[src/rtl/ccu_ctrl_pkg.sv]
// Shared CCU control definitions.
//   - CRRESP bit positions used when merging snoop responses.
//   - merge_state_t: state encoding of the snoop fan-out/merge stage.
package ccu_ctrl_pkg;

    // CRRESP bit positions {WasUnique, IsShared, PassDirty, Error, DataTransfer}
    localparam int unsigned CR_DT = 0;
    localparam int unsigned CR_ERR = 1;
    localparam int unsigned CR_PD = 2;
    localparam int unsigned CR_IS = 3;
    localparam int unsigned CR_WU = 4;
    localparam int unsigned CR_W = 5;

    typedef enum logic [1:0] {
        MERGE_IDLE   = 2'd0,
        MERGE_SNOOP  = 2'd1,
        MERGE_CR_OUT = 2'd2,
        MERGE_CD     = 2'd3
    } merge_state_t;

endpackage

[src/rtl/lzc.sv]
// Leading/trailing zero counter.
//   in_i    : input vector
//   cnt_o   : MODE=0 -> index of lowest set bit, MODE=1 -> number of leading zeros
//   empty_o : no bit of in_i is set (cnt_o is then 0)
module lzc #(
    parameter int unsigned WIDTH     = 2,
    parameter bit          MODE      = 1'b0,
    parameter int unsigned CNT_WIDTH = (WIDTH > 1) ? $clog2(WIDTH) : 1
) (
    input  logic [WIDTH-1:0]     in_i,
    output logic [CNT_WIDTH-1:0] cnt_o,
    output logic                 empty_o
);

    // Scan from the top down so that the lowest matching position wins.
    always_comb begin
        cnt_o = '0;
        for (int i = WIDTH - 1; i >= 0; i--) begin
            if (MODE == 1'b0) begin
                if (in_i[i]) begin
                    cnt_o = CNT_WIDTH'(i);
                end else begin
                    cnt_o = cnt_o;
                end
            end else begin
                if (in_i[WIDTH-1-i]) begin
                    cnt_o = CNT_WIDTH'(i);
                end else begin
                    cnt_o = cnt_o;
                end
            end
        end
    end

    assign empty_o = ~|in_i;

endmodule

[src/rtl/ccu_snoop_merge.sv]
// Snoop fan-out/merge stage.
// Accepts one AC request with a domain mask, broadcasts it to every selected
// cached master, OR-merges their CR responses into one upstream CR, then
// forwards exactly one CD burst upstream while draining the CD bursts of any
// other master that signalled DataTransfer.
//   ac_*            : upstream snoop request (valid/ready, addr, snoop, prot)
//   domain_mask_i   : masters to snoop, sampled with the AC handshake
//   cr_*            : merged snoop response to upstream
//   cd_*            : forwarded snoop data to upstream (combinational path)
//   mst_ac_*        : per-master AC valid/ready, shared latched payload
//   mst_cr_*        : per-master CR handshake and response
//   mst_cd_*        : per-master CD handshake, data and last
module ccu_snoop_merge
    import ccu_ctrl_pkg::*;
#(
    parameter int unsigned NoMst     = 2,
    parameter int unsigned AddrWidth = 64,
    parameter int unsigned DataWidth = 64
) (
    input  logic                       clk_i,
    input  logic                       rst_ni,
    input  logic                       ac_valid_i,
    output logic                       ac_ready_o,
    input  logic [AddrWidth-1:0]       ac_addr_i,
    input  logic [3:0]                 ac_snoop_i,
    input  logic [2:0]                 ac_prot_i,
    input  logic [NoMst-1:0]           domain_mask_i,
    output logic                       cr_valid_o,
    input  logic                       cr_ready_i,
    output logic [4:0]                 cr_resp_o,
    output logic                       cd_valid_o,
    input  logic                       cd_ready_i,
    output logic [DataWidth-1:0]       cd_data_o,
    output logic                       cd_last_o,
    output logic [NoMst-1:0]           mst_ac_valid_o,
    input  logic [NoMst-1:0]           mst_ac_ready_i,
    output logic [AddrWidth-1:0]       mst_ac_addr_o,
    output logic [3:0]                 mst_ac_snoop_o,
    output logic [2:0]                 mst_ac_prot_o,
    input  logic [NoMst-1:0]           mst_cr_valid_i,
    output logic [NoMst-1:0]           mst_cr_ready_o,
    input  logic [5*NoMst-1:0]         mst_cr_resp_i,
    input  logic [NoMst-1:0]           mst_cd_valid_i,
    output logic [NoMst-1:0]           mst_cd_ready_o,
    input  logic [DataWidth*NoMst-1:0] mst_cd_data_i,
    input  logic [NoMst-1:0]           mst_cd_last_i
);

    localparam int unsigned SrcW = (NoMst > 1) ? $clog2(NoMst) : 1;

    merge_state_t         state_r, state_s;
    logic [AddrWidth-1:0] addr_r;
    logic [3:0]           snoop_r;
    logic [2:0]           prot_r;
    logic [NoMst-1:0]     mask_r;
    logic [NoMst-1:0]     ac_pend_r, ac_pend_s;
    logic [NoMst-1:0]     cr_got_r, cr_got_s;
    logic [NoMst-1:0]     dt_mask_r, dt_mask_s;
    logic [NoMst-1:0]     pd_mask_r, pd_mask_s;
    logic [NoMst-1:0]     cd_done_r, cd_done_s;
    logic [CR_W-1:0]      resp_acc_r, resp_acc_s;
    logic [SrcW-1:0]      src_r, src_s;
    logic                 latch_s;

    logic [NoMst-1:0]     ac_hs_s;
    logic [NoMst-1:0]     cr_ready_s;
    logic [NoMst-1:0]     cr_hs_s;
    logic [NoMst-1:0]     cd_ready_s;
    logic [NoMst-1:0]     cd_last_hs_s;
    logic [CR_W-1:0]      resp_in_s;
    logic [NoMst-1:0]     dt_new_s;
    logic [NoMst-1:0]     pd_new_s;
    logic [NoMst-1:0]     lzc_in_s;
    logic [SrcW-1:0]      lzc_cnt_s;
    logic                 lzc_empty_s;
    logic [DataWidth-1:0] src_data_s;
    logic                 src_last_s;
    logic                 src_valid_s;
    logic                 src_done_s;

    // Prefer a dirty-passing data source; otherwise any data-transferring master.
    assign lzc_in_s = (|(dt_mask_r & pd_mask_r)) ? (dt_mask_r & pd_mask_r) : dt_mask_r;

    lzc #(
        .WIDTH     (NoMst),
        .MODE      (1'b0),
        .CNT_WIDTH (SrcW)
    ) i_src_lzc (
        .in_i    (lzc_in_s),
        .cnt_o   (lzc_cnt_s),
        .empty_o (lzc_empty_s)
    );

    // Per-master handshakes. CR is only accepted after that master's AC has
    // completed in an earlier cycle, hence the registered ac_pend_r term.
    assign ac_hs_s      = mst_ac_valid_o & mst_ac_ready_i;
    assign cr_ready_s   = (state_r == MERGE_SNOOP) ? (mask_r & ~ac_pend_r & ~cr_got_r) : '0;
    assign cr_hs_s      = cr_ready_s & mst_cr_valid_i;
    assign cd_last_hs_s = cd_ready_s & mst_cd_valid_i & mst_cd_last_i;

    // OR-merge of all CR responses accepted this cycle.
    always_comb begin
        resp_in_s = '0;
        dt_new_s  = '0;
        pd_new_s  = '0;
        for (int i = 0; i < NoMst; i++) begin
            if (cr_hs_s[i]) begin
                resp_in_s   = resp_in_s | mst_cr_resp_i[i*CR_W +: CR_W];
                dt_new_s[i] = mst_cr_resp_i[i*CR_W + CR_DT];
                pd_new_s[i] = mst_cr_resp_i[i*CR_W + CR_DT] & mst_cr_resp_i[i*CR_W + CR_PD];
            end else begin
                dt_new_s[i] = 1'b0;
                pd_new_s[i] = 1'b0;
            end
        end
    end

    // Selected source mux for the CD pass-through.
    always_comb begin
        src_data_s  = '0;
        src_last_s  = 1'b0;
        src_valid_s = 1'b0;
        src_done_s  = 1'b0;
        for (int i = 0; i < NoMst; i++) begin
            if (SrcW'(i) == src_r) begin
                src_data_s  = mst_cd_data_i[i*DataWidth +: DataWidth];
                src_last_s  = mst_cd_last_i[i];
                src_valid_s = mst_cd_valid_i[i];
                src_done_s  = cd_done_r[i];
            end else begin
                src_data_s  = src_data_s;
            end
        end
    end

    // CD ready: source follows upstream, other data masters drain freely.
    always_comb begin
        cd_ready_s = '0;
        for (int i = 0; i < NoMst; i++) begin
            if ((state_r == MERGE_CD) && dt_mask_r[i] && !cd_done_r[i]) begin
                if (SrcW'(i) == src_r) begin
                    cd_ready_s[i] = cd_ready_i;
                end else begin
                    cd_ready_s[i] = 1'b1;
                end
            end else begin
                cd_ready_s[i] = 1'b0;
            end
        end
    end

    // Next-state and bookkeeping logic.
    always_comb begin
        state_s    = state_r;
        ac_pend_s  = ac_pend_r;
        cr_got_s   = cr_got_r;
        resp_acc_s = resp_acc_r;
        dt_mask_s  = dt_mask_r;
        pd_mask_s  = pd_mask_r;
        cd_done_s  = cd_done_r;
        src_s      = src_r;
        latch_s    = 1'b0;
        case (state_r)
            MERGE_IDLE: begin
                if (ac_valid_i) begin
                    latch_s    = 1'b1;
                    ac_pend_s  = domain_mask_i;
                    cr_got_s   = '0;
                    resp_acc_s = '0;
                    dt_mask_s  = '0;
                    pd_mask_s  = '0;
                    cd_done_s  = '0;
                    if (domain_mask_i == '0) begin
                        state_s = MERGE_CR_OUT;
                    end else begin
                        state_s = MERGE_SNOOP;
                    end
                end else begin
                    state_s = MERGE_IDLE;
                end
            end
            MERGE_SNOOP: begin
                ac_pend_s  = ac_pend_r & ~ac_hs_s;
                cr_got_s   = cr_got_r | cr_hs_s;
                resp_acc_s = resp_acc_r | resp_in_s;
                dt_mask_s  = dt_mask_r | dt_new_s;
                pd_mask_s  = pd_mask_r | pd_new_s;
                if ((cr_got_r | cr_hs_s) == mask_r) begin
                    state_s = MERGE_CR_OUT;
                end else begin
                    state_s = MERGE_SNOOP;
                end
            end
            MERGE_CR_OUT: begin
                if (cr_ready_i) begin
                    src_s = lzc_cnt_s;
                    if (lzc_empty_s) begin
                        state_s = MERGE_IDLE;
                    end else begin
                        state_s = MERGE_CD;
                    end
                end else begin
                    state_s = MERGE_CR_OUT;
                end
            end
            MERGE_CD: begin
                cd_done_s = cd_done_r | cd_last_hs_s;
                if ((cd_done_r | cd_last_hs_s) == dt_mask_r) begin
                    state_s = MERGE_IDLE;
                end else begin
                    state_s = MERGE_CD;
                end
            end
            default: begin
                state_s = MERGE_IDLE;
            end
        endcase
    end

    // Control state registers.
    always_ff @(posedge clk_i or negedge rst_ni) begin
        if (!rst_ni) begin
            state_r    <= MERGE_IDLE;
            ac_pend_r  <= '0;
            cr_got_r   <= '0;
            resp_acc_r <= '0;
            dt_mask_r  <= '0;
            pd_mask_r  <= '0;
            cd_done_r  <= '0;
            src_r      <= '0;
        end else begin
            state_r    <= state_s;
            ac_pend_r  <= ac_pend_s;
            cr_got_r   <= cr_got_s;
            resp_acc_r <= resp_acc_s;
            dt_mask_r  <= dt_mask_s;
            pd_mask_r  <= pd_mask_s;
            cd_done_r  <= cd_done_s;
            src_r      <= src_s;
        end
    end

    // Latched AC payload and domain mask.
    always_ff @(posedge clk_i or negedge rst_ni) begin
        if (!rst_ni) begin
            addr_r  <= '0;
            snoop_r <= '0;
            prot_r  <= '0;
            mask_r  <= '0;
        end else if (latch_s) begin
            addr_r  <= ac_addr_i;
            snoop_r <= ac_snoop_i;
            prot_r  <= ac_prot_i;
            mask_r  <= domain_mask_i;
        end else begin
            addr_r  <= addr_r;
        end
    end

    assign ac_ready_o     = (state_r == MERGE_IDLE);
    assign mst_ac_valid_o = (state_r == MERGE_SNOOP) ? ac_pend_r : '0;
    assign mst_ac_addr_o  = addr_r;
    assign mst_ac_snoop_o = snoop_r;
    assign mst_ac_prot_o  = prot_r;
    assign mst_cr_ready_o = cr_ready_s;
    assign mst_cd_ready_o = cd_ready_s;

    assign cr_valid_o = (state_r == MERGE_CR_OUT);
    assign cr_resp_o  = (state_r == MERGE_CR_OUT) ? resp_acc_r : '0;

    // Once the source has delivered its last beat, upstream sees no more valid
    // while the remaining drains complete.
    assign cd_valid_o = (state_r == MERGE_CD) & src_valid_s & ~src_done_s;
    assign cd_data_o  = (state_r == MERGE_CD) ? src_data_s : '0;
    assign cd_last_o  = (state_r == MERGE_CD) & src_last_s;

endmodule

[config.mk]
export PLATFORM = sky130hd
export DESIGN_NAME = ccu_snoop_merge
export DESIGN_NICKNAME = d
export VERILOG_FILES = /design/src/rtl/ccu_ctrl_pkg.sv /design/src/rtl/lzc.sv /design/src/rtl/ccu_snoop_merge.sv
export SDC_FILE = /design/constraint.sdc
export NUM_CORES = 1
export LEC_CHECK = 0
export ABC_AREA = 1
export CORE_AREA = 5 5 141 143
export CTS_BUF_LIST = sky130_fd_sc_hd__clkbuf_2 sky130_fd_sc_hd__clkbuf_4 sky130_fd_sc_hd__clkbuf_8
export DETAILED_ROUTE_END_ITERATION = 7
export DIE_AREA = 0 0 146 148
export GPL_TIMING_DRIVEN = 0
export PLACE_DENSITY = 0.64
export SYNTH_ARGS = -nofsm -noshare
export SYNTH_HDL_FRONTEND = slang
export SYNTH_SLANG_ARGS = --single-unit
[constraint.sdc]
create_clock -name clk_i -period 1.3 [get_ports clk_i]
set_input_delay 0.26 -clock clk_i [delete_from_list [all_inputs] [get_ports clk_i]]
set_output_delay 0.26 -clock clk_i [all_outputs]
set_load 0.1 [all_outputs]
==> results_tabular.tex, run 1 <==
\begin{tabular}{lr}
\hline
Metric & Value \\
\hline
\multicolumn{2}{l}{\textbf{Outcome}} \\
\quad Result of the run & complete, but fails checks \\
\quad Violated checks & negative setup slack \\
\multicolumn{2}{l}{\textbf{Yosys}} \\
\quad Post-synthesis net count & 885 \\
\quad Adder-cell share of the synthesized area & 0 \\
\quad Simple logic cell fraction of the synthesized area & 0.340 \\
\quad Synthesized-area fraction occupied by ao, oa, aoi and oai cells & 0.106 \\
\quad Mean post-synth cell area & 7.09 um2 \\
\quad Mux contribution to synthesized area & 0 \\
\quad Main combinational cell family by area after synthesis & simple AND/OR/NAND/NOR gates \\
\quad Number of warnings reported in the yosys synthesis log & 0 \\
\quad Post-Synth XOR/XNOR Area & 0 \\
\quad Count of unique library cells instantiated by Yosys & 25 \\
\quad Gate Count Post-Synth & 661 \\
\quad Synthesized area & 4690 um2 \\
\quad Share of synthesized area occupied by flip-flops and latches & 0.486 \\
\quad Total of flip-flops plus latches after synthesis & 91 \\
\multicolumn{2}{l}{\textbf{STA}} \\
\quad Shortest clock period the worst path allows after layout & 1.95 ns \\
\quad Final Hold Fails & 0 \\
\quad Slew headroom & 0.593 \\
\quad Crit share post-route & 1.50 \\
\quad Unrepaired setup endpoints after global routing & true \\
\quad Slew Limit Fails & 0 \\
\quad TNS Setup & -71.81 ns \\
\quad Worst setup skew after layout & 0.0198 ns \\
\quad Final count of negative-setup-slack endpoints & 170 \\
\quad Maximum achievable frequency & 514 MHz \\
\quad Worst slew pin tran & 0.610 ns \\
\quad Final WS setup & -0.647 ns \\
\multicolumn{2}{l}{\textbf{Floorplan}} \\
\quad FP Rows & 50 \\
\quad Effective utilization at floorplan & 0.254 \\
\quad Chip height & 148 um \\
\quad Number of placed I/O pins & 374 \\
\quad Area of the core region & 18500 um2 \\
\quad Die extent in x & 146 um \\
\quad Die area & 21600 um2 \\
\multicolumn{2}{l}{\textbf{Place}} \\
\quad Sum of net half-perimeters after detailed placement & 17600 um \\
\quad Number of instances in the placed design & 1269 \\
\quad Number of buffers inserted by port buffering & 373 \\
\quad Area after DPL & 9880 um2 \\
\quad Weighted congestion at the end of routability-driven global placement & 0.809 \\
\multicolumn{2}{l}{\textbf{Cells and area}} \\
\quad Design area & 13200 um2 \\
\quad Count of placed standard cells in the final layout, fillers left out & 1354 \\
\quad Number of filler cells placed in the layout & 1309 \\
\quad Area growth from synthesis to layout & 183\% \\
\quad Multi-input logic area & 3780 um2 \\
\quad Final net count & 1337 \\
\quad Register cell area after layout & 2300 um2 \\
\quad Share of layout cells above drive strength 1 & 0.500 \\
\multicolumn{2}{l}{\textbf{Worst setup path}} \\
\quad Critical path class & flop to output pin \\
\quad Slowest cell on the critical path & sky130\_fd\_sc\_hd\_\_dfrtp\_2 \\
\quad Delay of the slowest cell on the worst path & 0.47 ns \\
\quad Count of cells along the worst register-to-register path & 10 \\
\quad Required @ worst endpoint & 1.04 ns \\
\quad Critical path endpoint category & output pin \\
\quad Series of cell instances along the critical path & clkinv\_4 -> buf\_12 -> buf\_4 -> buf\_12 -> nand2\_4 -> a21oi\_4 -> buf\_12 \\
\quad Crit-path most repeated cell & sky130\_fd\_sc\_hd\_\_buf\_12 \\
\quad Reg-to-reg endpoint & mst\_ac\_addr\_o[21] \\
\quad Element type at the critical path start & flop \\
\quad Reg-to-Reg Start & state\_r[0] \\
\quad Top fanout value on the critical path & 7 \\
\quad Data arrival time of the critical path & 1.69 ns \\
\quad Reg-to-reg setup timing slack & -0.37 ns \\
\multicolumn{2}{l}{\textbf{Clocking}} \\
\quad Root Driver & sky130\_fd\_sc\_hd\_\_clkbuf\_8 \\
\quad Clock sink total & 91 \\
\quad Clock slew at reported path FFs & 0.11 ns \\
\quad Inserted Clock Buffers & 9 \\
\quad Max clock buf depth & 2 \\
\quad Clock tree from TritonCTS & done \\
\quad Clock latency on the worst-skew pair & 0.37 ns \\
\quad H-tree depth reported by CTS & 3 \\
\multicolumn{2}{l}{\textbf{Hold path}} \\
\quad Hold path startpoint & ac\_addr\_i[62] \\
\quad Hold-critical path endpoint & mst\_ac\_addr\_o[62] \\
\quad Hold Crit Class & input port to flop \\
\quad Number of instances on the worst hold path & 3 \\
\multicolumn{2}{l}{\textbf{Drt}} \\
\quad DRT iter0 DRCs & 210 \\
\quad Total iterations of the first detailed-routing run & 5 \\
\quad DRC violation count after routing & 0 \\
\quad Mean number of vias per cell & 4.59 \\
\quad Antenna Violating Nets Remaining & 0 \\
\quad Number of vias in the routed layout & 6218 \\
\quad Wire length after detailed routing & 25000 um \\
\quad Routed len/inst & 18.5 um \\
\multicolumn{2}{l}{\textbf{Global routing}} \\
\quad Via count of the first global-routing pass & 6374 \\
\quad Initial antenna violation count & 2 \\
\quad First-pass GRT wire length & 36600 um \\
\quad Maximum number of pins on one net before global-route repair & 48 \\
\quad GRT Resource Usage Total & 0.215 \\
\quad Global route total overflow & 0 \\
\multicolumn{2}{l}{\textbf{Pwr}} \\
\quad Leakage power figure & 5.65 nW \\
\quad Peak supply drop & 2.26 mV \\
\quad Areal power density over the cells & 2600 nW/um2 \\
\multicolumn{2}{l}{\textbf{Run}} \\
\quad Number of max-cap violations & 0 \\
\hline
\end{tabular}
==> routing by layer <==
| metal | global-route usage | vias to the layer above | wire, um |
|---|---|---|---|
| met3 | 0.0736 | 49 | 2120 |
| met5 | 0 | - | 0 |
| li1 | - | 2973 | - |
| met1 | 0.224 | 2934 | 8420 |
| met4 | 0.0847 | 0 | 983 |
| met2 | 0.396 | 262 | 13500 |
==> through the flow <==
| stage | worst slack [ns] | util | hold slack [ns] | power [mW] |
|---|---|---|---|---|
| floorplan | -0.844 | - | -0.0356 | 20.0 |
| global placement | -3.93 | 0.534 | 0.461 | 24.8 |
| detailed placement | -1.38 | 0.536 | 0.313 | 24.9 |
| CTS | -0.674 | 0.648 | 0.383 | 31.1 |
| global route | -0.727 | 0.718 | 0.389 | 35.9 |
| finish | -0.647 | 0.718 | 0.410 | 34.5 |
==> cell families after synthesis <==
kind of cell	after synthesis
simple gates	410
compound gates	94
flops	91
buf+inv	66
==> repair_timing <==
item                       4_1_cts  5_1_grt
hold endpoints to repair        44        0
buffers inserted                31       28
pin swaps                       46       86
gates resized for setup       1344      304
gates cloned                     9        8
setup endpoints to repair      226      198
hold buffers                     1        0
==> worst max-delay path by stage <==
stage                     slack (ns)  startpoint             to  cells after the start
after floorplan                -0.84  state_r[0]   cr_resp_o[0]                      3
after global placement         -3.93      rst_ni     state_r[0]                      1
after detailed placement       -1.38       src_r  cd_data_o[29]                      5
after CTS                      -0.67       src_r  cd_data_o[46]                      6
after global routing           -0.73       src_r  cd_data_o[56]                      6
final                          -0.65       src_r   cd_data_o[0]                      7
==> cells in the final DEF, fill, tap and decap left out, drive strengths merged <==
cell	netlist	final
nand4	3	3
clkinvlp	0	2
diode	0	2
o21a	1	1
a21oi	66	66
o21ai	17	17
dfrtp	91	91
o22ai	2	2
nand3	9	9
bufinv	0	2
clkinv	0	2
clkdlybuf4s50	0	222
nand2	377	377
o211ai	5	5
dlygate4sd3	0	1
clkbuf	7	21
o21bai	3	3
nor3	4	4
nand3b	1	1
nor2	16	16
inv	28	28
buf	31	245
==> state kept, by name, summed over array words and instances (netlist names), 2 cells and up <==
name,count
pd_mask_r,2
mask_r,2
cd_done_r,2
ac_pend_r,2
cr_got_r,2
mst_ac_prot_o,3
resp_acc_r,5
mst_ac_snoop_o,4
state_r,2
dt_mask_r,2
mst_ac_addr_o,64
==> Yosys cell counts, drive strengths merged <==
master  count  area, um2
nand2     377       1420
dfrtp      91       2280
a21oi      66        330
buf        31        190
inv        28        105
o21ai      17       85.1
nor2       16       62.6
nand3       9       45.0
clkbuf      7       26.3
o211ai      5       37.5
nor3        4       41.3
nand4       3       18.8
o21bai      3       22.5
o22ai       2       12.5
nand3b      1       7.51
o21a        1       7.51
==> where the power goes <==
part / leakage, nW / internal (mW) / switching, mW / total [mW]
Sequential: 1.13 / 4.13 / 1.36 / 5.49
Clock: 0.115 / 1.16 / 1.10 / 2.26
Combinational: 4.40 / 9.93 / 16.8 / 26.7
==> critical path: cells and delay by family, from the launching register on <==
| kind | cells | cell delay, ns |
|---|---|---|
| AO/OA/AOI/OAI | 1 | 0.14 |
| flip-flops | 1 | 0.47 |
| buffers and inverters | 5 | 0.67 |
| AND/OR/NAND/NOR | 1 | 0.04 |
==> final cells by class <==
| class | count | area share |
|---|---|---|
| Buffer | 36 | 0.0425 |
| Multi-Input combinational cell | 504 | 0.285 |
| Clock inverter | 6 | 0.00727 |
| Antenna cell | 2 | 0.000378 |
| Timing Repair Buffer | 443 | 0.449 |
| Clock buffer | 10 | 0.0104 |
| Tap cell | 234 | 0.0221 |
| Sequential cell | 91 | 0.173 |
| Inverter | 28 | 0.00973 |
No activity file was read; power rests on OpenSTA's default activity.
==> run 2, diff against run 1 <==
--- a/config.mk
+++ b/config.mk
@@ -11,7 +11,9 @@
 export DETAILED_ROUTE_END_ITERATION = 7
 export DIE_AREA = 0 0 146 148
 export GPL_TIMING_DRIVEN = 0
+export MAX_ROUTING_LAYER = met4
 export PLACE_DENSITY = 0.64
+export SLEW_MARGIN = 15
 export SYNTH_ARGS = -nofsm -noshare
 export SYNTH_HDL_FRONTEND = slang
 export SYNTH_SLANG_ARGS = --single-unit
==> run 2 against run 1 <==
- the flow still finishes with violations (negative setup slack)
- first-iteration DRC count decreased by 17%
- core utilization is essentially flat
- register-to-register slack barely moved
- sequential share of layout area is essentially flat
- clock-buffer cell count unchanged
- fmax is 0.21% lower
- setup slack worse by 0.0041 ns
- sequential power about the same
- critical endpoint unchanged
- highest routed layer unchanged
==> results_tabular.tex, run 2 (synthesis results as in run 1) <==
\begin{tabular}{lr}
\hline
Metric & Value \\
\hline
\multicolumn{2}{l}{\textbf{Outcome}} \\
\quad Violated checks & negative setup slack \\
\quad Result of the run & complete, but fails checks \\
\multicolumn{2}{l}{\textbf{Clocking}} \\
\quad Inserted Clock Buffers & 9 \\
\quad Clock slew at reported path FFs & 0.11 ns \\
\quad Clock tree from TritonCTS & done \\
\quad H-tree depth reported by CTS & 3 \\
\quad Clock sink total & 91 \\
\quad Max clock buf depth & 2 \\
\quad Root Driver & sky130\_fd\_sc\_hd\_\_clkbuf\_8 \\
\quad Clock latency on the worst-skew pair & 0.37 ns \\
\multicolumn{2}{l}{\textbf{Floorplan}} \\
\quad Number of placed I/O pins & 374 \\
\quad Chip height & 148 um \\
\quad FP Rows & 50 \\
\quad Effective utilization at floorplan & 0.254 \\
\quad Area of the core region & 18500 um2 \\
\quad Die area & 21600 um2 \\
\quad Die extent in x & 146 um \\
\multicolumn{2}{l}{\textbf{STA}} \\
\quad Final count of negative-setup-slack endpoints & 169 \\
\quad Slew headroom & 0.588 \\
\quad Maximum achievable frequency & 513 MHz \\
\quad Crit share post-route & 1.50 \\
\quad Shortest clock period the worst path allows after layout & 1.95 ns \\
\quad Final WS setup & -0.651 ns \\
\quad Final Hold Fails & 0 \\
\quad Worst slew pin tran & 0.618 ns \\
\quad Unrepaired setup endpoints after global routing & true \\
\quad Worst setup skew after layout & 0.0185 ns \\
\quad TNS Setup & -72.39 ns \\
\quad Slew Limit Fails & 0 \\
\multicolumn{2}{l}{\textbf{Drt}} \\
\quad Routed len/inst & 18.5 um \\
\quad DRC violation count after routing & 0 \\
\quad DRT iter0 DRCs & 174 \\
\quad Antenna Violating Nets Remaining & 0 \\
\quad Number of vias in the routed layout & 6180 \\
\quad Wire length after detailed routing & 25000 um \\
\quad Total iterations of the first detailed-routing run & 4 \\
\quad Mean number of vias per cell & 4.56 \\
\multicolumn{2}{l}{\textbf{Place}} \\
\quad Weighted congestion at the end of routability-driven global placement & 0.821 \\
\quad Number of buffers inserted by port buffering & 373 \\
\quad Sum of net half-perimeters after detailed placement & 17600 um \\
\quad Area after DPL & 9880 um2 \\
\multicolumn{2}{l}{\textbf{Global routing}} \\
\quad Via count of the first global-routing pass & 6414 \\
\quad Initial antenna violation count & 2 \\
\quad Maximum number of pins on one net before global-route repair & 48 \\
\quad Global route total overflow & 0 \\
\quad First-pass GRT wire length & 36400 um \\
\quad GRT Resource Usage Total & 0.221 \\
\multicolumn{2}{l}{\textbf{Worst setup path}} \\
\quad Count of cells along the worst register-to-register path & 10 \\
\quad Buffer and inverter count on the worst path & 5 \\
\quad Crit-path most repeated cell & sky130\_fd\_sc\_hd\_\_buf\_12 \\
\quad Top fanout value on the critical path & 7 \\
\quad Delay-heaviest family, CP & buffers and inverters \\
\quad Critical path endpoint category & output pin \\
\quad Reg-to-reg endpoint & mst\_ac\_addr\_o[21] \\
\quad Delay of the slowest cell on the worst path & 0.47 ns \\
\quad Reg-to-reg setup timing slack & -0.37 ns \\
\quad Reg-to-Reg Start & state\_r[0] \\
\quad Critical path class & flop to output pin \\
\quad Element type at the critical path start & flop \\
\quad Data arrival time of the critical path & 1.69 ns \\
\quad Required @ worst endpoint & 1.04 ns \\
\quad Slowest cell on the critical path & sky130\_fd\_sc\_hd\_\_dfrtp\_2 \\
\quad Series of cell instances along the critical path & clkinv\_4 -> buf\_12 -> buf\_4 -> buf\_12 -> nand2\_4 -> a21oi\_4 -> buf\_12 \\
\multicolumn{2}{l}{\textbf{Run}} \\
\quad Number of max-cap violations & 0 \\
\multicolumn{2}{l}{\textbf{Cells and area}} \\
\quad Area growth from synthesis to layout & 183\% \\
\quad Most common cell after layout, fill and taps aside & sky130\_fd\_sc\_hd\_\_clkdlybuf4s50\_1 \\
\quad Flip-flop count of the largest register after layout & 64 \\
\quad Final net count & 1338 \\
\quad Share of layout cells above drive strength 1 & 0.500 \\
\quad Design area & 13200 um2 \\
\quad Final core utilization & 0.718 \\
\quad Most used cells in the layout excluding fill and tap cells & sky130\_fd\_sc\_hd\_\_clkdlybuf4s50\_1 (222), sky130\_fd\_sc\_hd\_\_nand2\_1 (207), sky130\_fd\_sc\_hd\_\_buf\_12 (123), sky130\_fd\_sc\_hd\_\_nand2\_2 (108), sky130\_fd\_sc\_hd\_\_dfrtp\_1 (75) \\
\multicolumn{2}{l}{\textbf{Hold path}} \\
\quad Hold-critical path endpoint & mst\_ac\_addr\_o[62] \\
\quad Hold Crit Class & input port to flop \\
\quad Hold path startpoint & ac\_addr\_i[62] \\
\quad Number of instances on the worst hold path & 3 \\
\multicolumn{2}{l}{\textbf{Pwr}} \\
\quad Areal power density over the cells & 2600 nW/um2 \\
\quad Peak supply drop & 2.25 mV \\
\quad Leakage power figure & 5.66 nW \\
\hline
\end{tabular}
-- run 2: per-layer routing --
metal / up-vias / global-route usage / routed length (um)
met5: - / - / 0
li1: 2976 / - / -
met1: 2906 / 0.229 / 8600
met4: 0 / 0.0847 / 1020
met2: 246 / 0.396 / 13500
met3: 52 / 0.0662 / 1930
-- run 2: worst reg2reg max path: stages (launching register included) --
cell and delay (ns):
sky130_fd_sc_hd__dfrtp_2 0.47, sky130_fd_sc_hd__buf_6 0.14, sky130_fd_sc_hd__nor2_4 0.13, sky130_fd_sc_hd__buf_6 0.13
sky130_fd_sc_hd__nand2_8 0.04, sky130_fd_sc_hd__buf_6 0.12, sky130_fd_sc_hd__buf_6 0.13, sky130_fd_sc_hd__clkbuf_16 0.16
sky130_fd_sc_hd__clkbuf_16 0.16, sky130_fd_sc_hd__nand2_2 0.05, sky130_fd_sc_hd__nand2_1 0.05
-- run 2: timing repair --
action,in CTS,in global routing
buffers inserted,31,29
pin swaps,46,86
hold buffers,1,0
gates resized for setup,1344,302
endpoints found under the setup margin,226,196
cloned,9,8
hold endpoints to repair,44,0
-- run 2: per-stage QoR --
step | worst slack [ns] | hold WS, ns | std cells | total power, mW
5_1_grt | -0.724 | 0.392 | 1355 | 35.8
2_1_floorplan | -0.844 | -0.0356 | 661 | 20.0
3_3_place_gp | -3.93 | 0.461 | 1268 | 24.8
4_1_cts | -0.674 | 0.383 | 1325 | 31.1
6_report | -0.651 | 0.408 | 1355 | 34.4
3_5_place_dp | -1.38 | 0.313 | 1269 | 24.9
-- run 2: cell type report --
| class | instances | area (um2) |
|---|---|---|
| tap | 234 | 293 |
| clock inverter | 6 | 96.3 |
| antenna | 2 | 5.00 |
| clock buffer | 10 | 138 |
| sequential | 91 | 2300 |
| multi-input combinational | 504 | 3770 |
| inverter | 28 | 129 |
| timing repair buffer | 444 | 5950 |
| buffer | 36 | 563 |
| fill | 1313 | 5210 |
-- run 2: how the worst max path moves through the flow --
stage,start,to,depth (start not counted)
2_1_floorplan,state_r[0],cr_resp_o[0],3
3_3_place_gp,rst_ni,state_r[0],1
3_5_place_dp,src_r,cd_data_o[29],5
4_1_cts,src_r,cd_data_o[46],6
5_1_grt,src_r,cd_data_o[56],6
6_report,src_r,cd_data_o[0],7
-- run 2: power breakdown --
group / switching, mW / total, mW / internal (mW)
logic: 16.8 / 26.7 / 9.88
registers: 1.35 / 5.48 / 4.13
clock network: 1.09 / 2.25 / 1.16
total: 19.3 / 34.4 / 15.2
==> run 3, diff against run 2 <==
--- a/config.mk
+++ b/config.mk
@@ -6,13 +6,13 @@
 export NUM_CORES = 1
 export LEC_CHECK = 0
 export ABC_AREA = 1
-export CORE_AREA = 5 5 141 143
-export CTS_BUF_LIST = sky130_fd_sc_hd__clkbuf_2 sky130_fd_sc_hd__clkbuf_4 sky130_fd_sc_hd__clkbuf_8
+export CORE_AREA = 5 5 143 145
+export CTS_BUF_LIST = sky130_fd_sc_hd__clkbuf_16
 export DETAILED_ROUTE_END_ITERATION = 7
-export DIE_AREA = 0 0 146 148
+export DIE_AREA = 0 0 148 150
 export GPL_TIMING_DRIVEN = 0
 export MAX_ROUTING_LAYER = met4
-export PLACE_DENSITY = 0.64
+export PLACE_DENSITY = 0.63
 export SLEW_MARGIN = 15
 export SYNTH_ARGS = -nofsm -noshare
 export SYNTH_HDL_FRONTEND = slang
==> run 3 against run 2 <==
- the run still ends with negative setup slack left
- global-route usage fell by 0.87 points
- cell count fell by 0.81%
- routed wire length rose by 1.0%
- core utilization fell by 5.2 points
- setup slack improved by 0.027 ns
- fmax rose by 1.4%
- clock power rose by 32%
- via count fell by 0.50%
==> results_tabular.tex, run 3 (synthesis results as in run 1) <==
\begin{tabular}{lr}
\hline
Metric & Value \\
\hline
\multicolumn{2}{l}{\textbf{Outcome}} \\
\quad Result of the run & complete, but fails checks \\
\quad Violated checks & negative setup slack \\
\multicolumn{2}{l}{\textbf{Cells and area}} \\
\quad Most used cells in the layout excluding fill and tap cells & sky130\_fd\_sc\_hd\_\_clkdlybuf4s50\_1 (222), sky130\_fd\_sc\_hd\_\_nand2\_1 (211), sky130\_fd\_sc\_hd\_\_nand2\_2 (106), sky130\_fd\_sc\_hd\_\_buf\_12 (90), sky130\_fd\_sc\_hd\_\_dfrtp\_1 (89) \\
\quad Number of filler cells placed in the layout & 1475 \\
\quad Multi-input logic area & 3770 um2 \\
\quad Most common cell after layout, fill and taps aside & sky130\_fd\_sc\_hd\_\_clkdlybuf4s50\_1 \\
\quad Register cell area after layout & 2280 um2 \\
\quad Area growth from synthesis to layout & 171\% \\
\quad Count of placed standard cells in the final layout, fillers left out & 1344 \\
\quad Final core utilization & 0.666 \\
\quad Share of layout cells above drive strength 1 & 0.478 \\
\quad Design area & 12700 um2 \\
\quad Flip-flop count of the largest register after layout & 64 \\
\quad Final net count & 1322 \\
\multicolumn{2}{l}{\textbf{STA}} \\
\quad Final count of negative-setup-slack endpoints & 169 \\
\quad Slew headroom & 0.772 \\
\quad Shortest clock period the worst path allows after layout & 1.92 ns \\
\quad Worst slew pin tran & 0.341 ns \\
\quad Crit share post-route & 1.48 \\
\quad Worst setup skew after layout & 0.00958 ns \\
\quad Slew Limit Fails & 0 \\
\quad Final WS setup & -0.624 ns \\
\quad Maximum achievable frequency & 520 MHz \\
\quad TNS Setup & -57.86 ns \\
\quad Final Hold Fails & 0 \\
\quad Unrepaired setup endpoints after global routing & true \\
\multicolumn{2}{l}{\textbf{Floorplan}} \\
\quad FP Rows & 51 \\
\quad Area of the core region & 19100 um2 \\
\quad Die extent in x & 148 um \\
\quad Die area & 22200 um2 \\
\quad Effective utilization at floorplan & 0.246 \\
\quad Chip height & 150 um \\
\quad Number of placed I/O pins & 374 \\
\multicolumn{2}{l}{\textbf{Place}} \\
\quad Weighted congestion at the end of routability-driven global placement & 0.799 \\
\quad Sum of net half-perimeters after detailed placement & 18100 um \\
\quad Number of instances in the placed design & 1273 \\
\quad Number of buffers inserted by port buffering & 373 \\
\quad Area after DPL & 9890 um2 \\
\multicolumn{2}{l}{\textbf{Global routing}} \\
\quad GRT Resource Usage Total & 0.212 \\
\quad First-pass GRT wire length & 35800 um \\
\quad Global route total overflow & 0 \\
\quad Via count of the first global-routing pass & 6476 \\
\quad Maximum number of pins on one net before global-route repair & 66 \\
\quad Initial antenna violation count & 5 \\
\multicolumn{2}{l}{\textbf{Worst setup path}} \\
\quad Delay-heaviest family, CP & buffers and inverters \\
\quad Element type at the critical path start & flop \\
\quad Data arrival time of the critical path & 1.66 ns \\
\quad Count of cell instances traversed by the critical path & 5 \\
\quad Critical path endpoint category & output pin \\
\quad Count of cells along the worst register-to-register path & 8 \\
\quad Delay of the slowest cell on the worst path & 0.44 ns \\
\quad Series of cell instances along the critical path & nand2\_4 -> buf\_12 -> buf\_8 -> a21oi\_4 -> buf\_12 \\
\quad Buffer and inverter count on the worst path & 3 \\
\quad Reg-to-reg setup timing slack & -0.27 ns \\
\quad Slowest cell on the critical path & sky130\_fd\_sc\_hd\_\_dfrtp\_1 \\
\quad Critical path class & flop to output pin \\
\quad Top fanout value on the critical path & 10 \\
\quad Crit-path most repeated cell & sky130\_fd\_sc\_hd\_\_buf\_12 \\
\quad Reg-to-Reg Start & state\_r[0] \\
\quad Reg-to-reg endpoint & mst\_ac\_addr\_o[20] \\
\quad Required @ worst endpoint & 1.04 ns \\
\multicolumn{2}{l}{\textbf{Pwr}} \\
\quad Leakage power figure & 5.51 nW \\
\quad Areal power density over the cells & 2570 nW/um2 \\
\quad Peak supply drop & 2.12 mV \\
\multicolumn{2}{l}{\textbf{Drt}} \\
\quad Number of vias in the routed layout & 6149 \\
\quad Antenna Violating Nets Remaining & 0 \\
\quad Mean number of vias per cell & 4.58 \\
\quad DRC violation count after routing & 0 \\
\quad Routed len/inst & 18.8 um \\
\quad Wire length after detailed routing & 25300 um \\
\quad DRT iter0 DRCs & 183 \\
\quad Total iterations of the first detailed-routing run & 4 \\
\multicolumn{2}{l}{\textbf{Clocking}} \\
\quad Clock tree from TritonCTS & done \\
\quad Clock latency on the worst-skew pair & 0.34 ns \\
\quad Inserted Clock Buffers & 9 \\
\quad Clock sink total & 91 \\
\quad Clock slew at reported path FFs & 0.07 ns \\
\quad Max clock buf depth & 2 \\
\quad H-tree depth reported by CTS & 3 \\
\quad Root Driver & sky130\_fd\_sc\_hd\_\_clkbuf\_16 \\
\multicolumn{2}{l}{\textbf{Run}} \\
\quad Number of max-cap violations & 0 \\
\multicolumn{2}{l}{\textbf{Hold path}} \\
\quad Hold Crit Class & input port to asynchronous set/reset pin \\
\hline
\end{tabular}
run 3: cell types whose count changed in the layout (fill, tap and decap cells not counted), sizes merged:
cell      change
buf          -23
bufinv        +1
clkbuf        +6
clkinv        +1
clkinvlp      -1
diode         +3
inv           -2
run 3: power by group:
part | leakage, nW | switching [mW] | internal [mW]
Clock | 0.159 | 1.12 | 1.86
Combinational | 4.20 | 16.7 | 8.01
Sequential | 1.15 | 0.921 | 4.10
run 3: timing repair:
item / 4_1_cts / 5_1_grt
endpoints found under the setup margin: 229 / 175
hold endpoints to repair: 26 / 0
pin swaps: 28 / 59
setup buffers: 27 / 9
hold buffers: 1 / 0
cloned: 7 / 12
resized for setup: 1253 / 230
run 3: worst max-delay path by stage:
stage / start / to / slack, ns
6_report: state_r[1] / cd_data_o[41] / -0.62
5_1_grt: src_r / cd_data_o[36] / -0.65
4_1_cts: src_r / cd_data_o[41] / -0.61
3_5_place_dp: state_r[0] / cd_data_o[36] / -1.39
3_3_place_gp: rst_ni / state_r[0] / -4.02
2_1_floorplan: state_r[0] / cr_resp_o[0] / -0.84
run 3: layout make-up:
| cell class | count | share of cell area |
|---|---|---|
| Clock buffer | 9 | 0.0177 |
| Timing Repair Buffer | 429 | 0.418 |
| Multi-Input combinational cell | 504 | 0.297 |
| Sequential cell | 91 | 0.179 |
| Buffer | 35 | 0.0441 |
| Inverter | 28 | 0.0113 |
| Antenna cell | 5 | 0.000985 |
| Clock inverter | 5 | 0.00808 |
| Tap cell | 238 | 0.0234 |
run 3: worst register-to-register path, stage by stage, from the launching register on:
cell	delay, ns
sky130_fd_sc_hd__dfrtp_2	0.46
sky130_fd_sc_hd__buf_6	0.14
sky130_fd_sc_hd__nor2_4	0.20
sky130_fd_sc_hd__nand2_8	0.13
sky130_fd_sc_hd__buf_12	0.16
sky130_fd_sc_hd__buf_16	0.13
sky130_fd_sc_hd__clkbuf_16	0.16
sky130_fd_sc_hd__nand2_2	0.05
sky130_fd_sc_hd__nand2_1	0.05
run 3: per-layer routing:
metal	global-route usage	vias up	wire [um]	share of wire
li1	-	2949	-	-
met1	0.212	2922	8500	0.34
met2	0.395	247	14100	0.56
met3	0.0645	31	2130	0.084
met4	0.0684	0	571	0.023
met5	-	-	0	0
run 3: stage by stage:
stage / setup slack, ns / power (mW) / hold slack, ns
after global placement: -4.02 / 24.7 / 0.461
final: -0.624 / 32.7 / 0.359
after detailed placement: -1.39 / 24.9 / 0.149
after floorplan: -0.844 / 20.0 / -0.0356
after CTS: -0.614 / 30.5 / 0.349
after global routing: -0.652 / 33.9 / 0.410
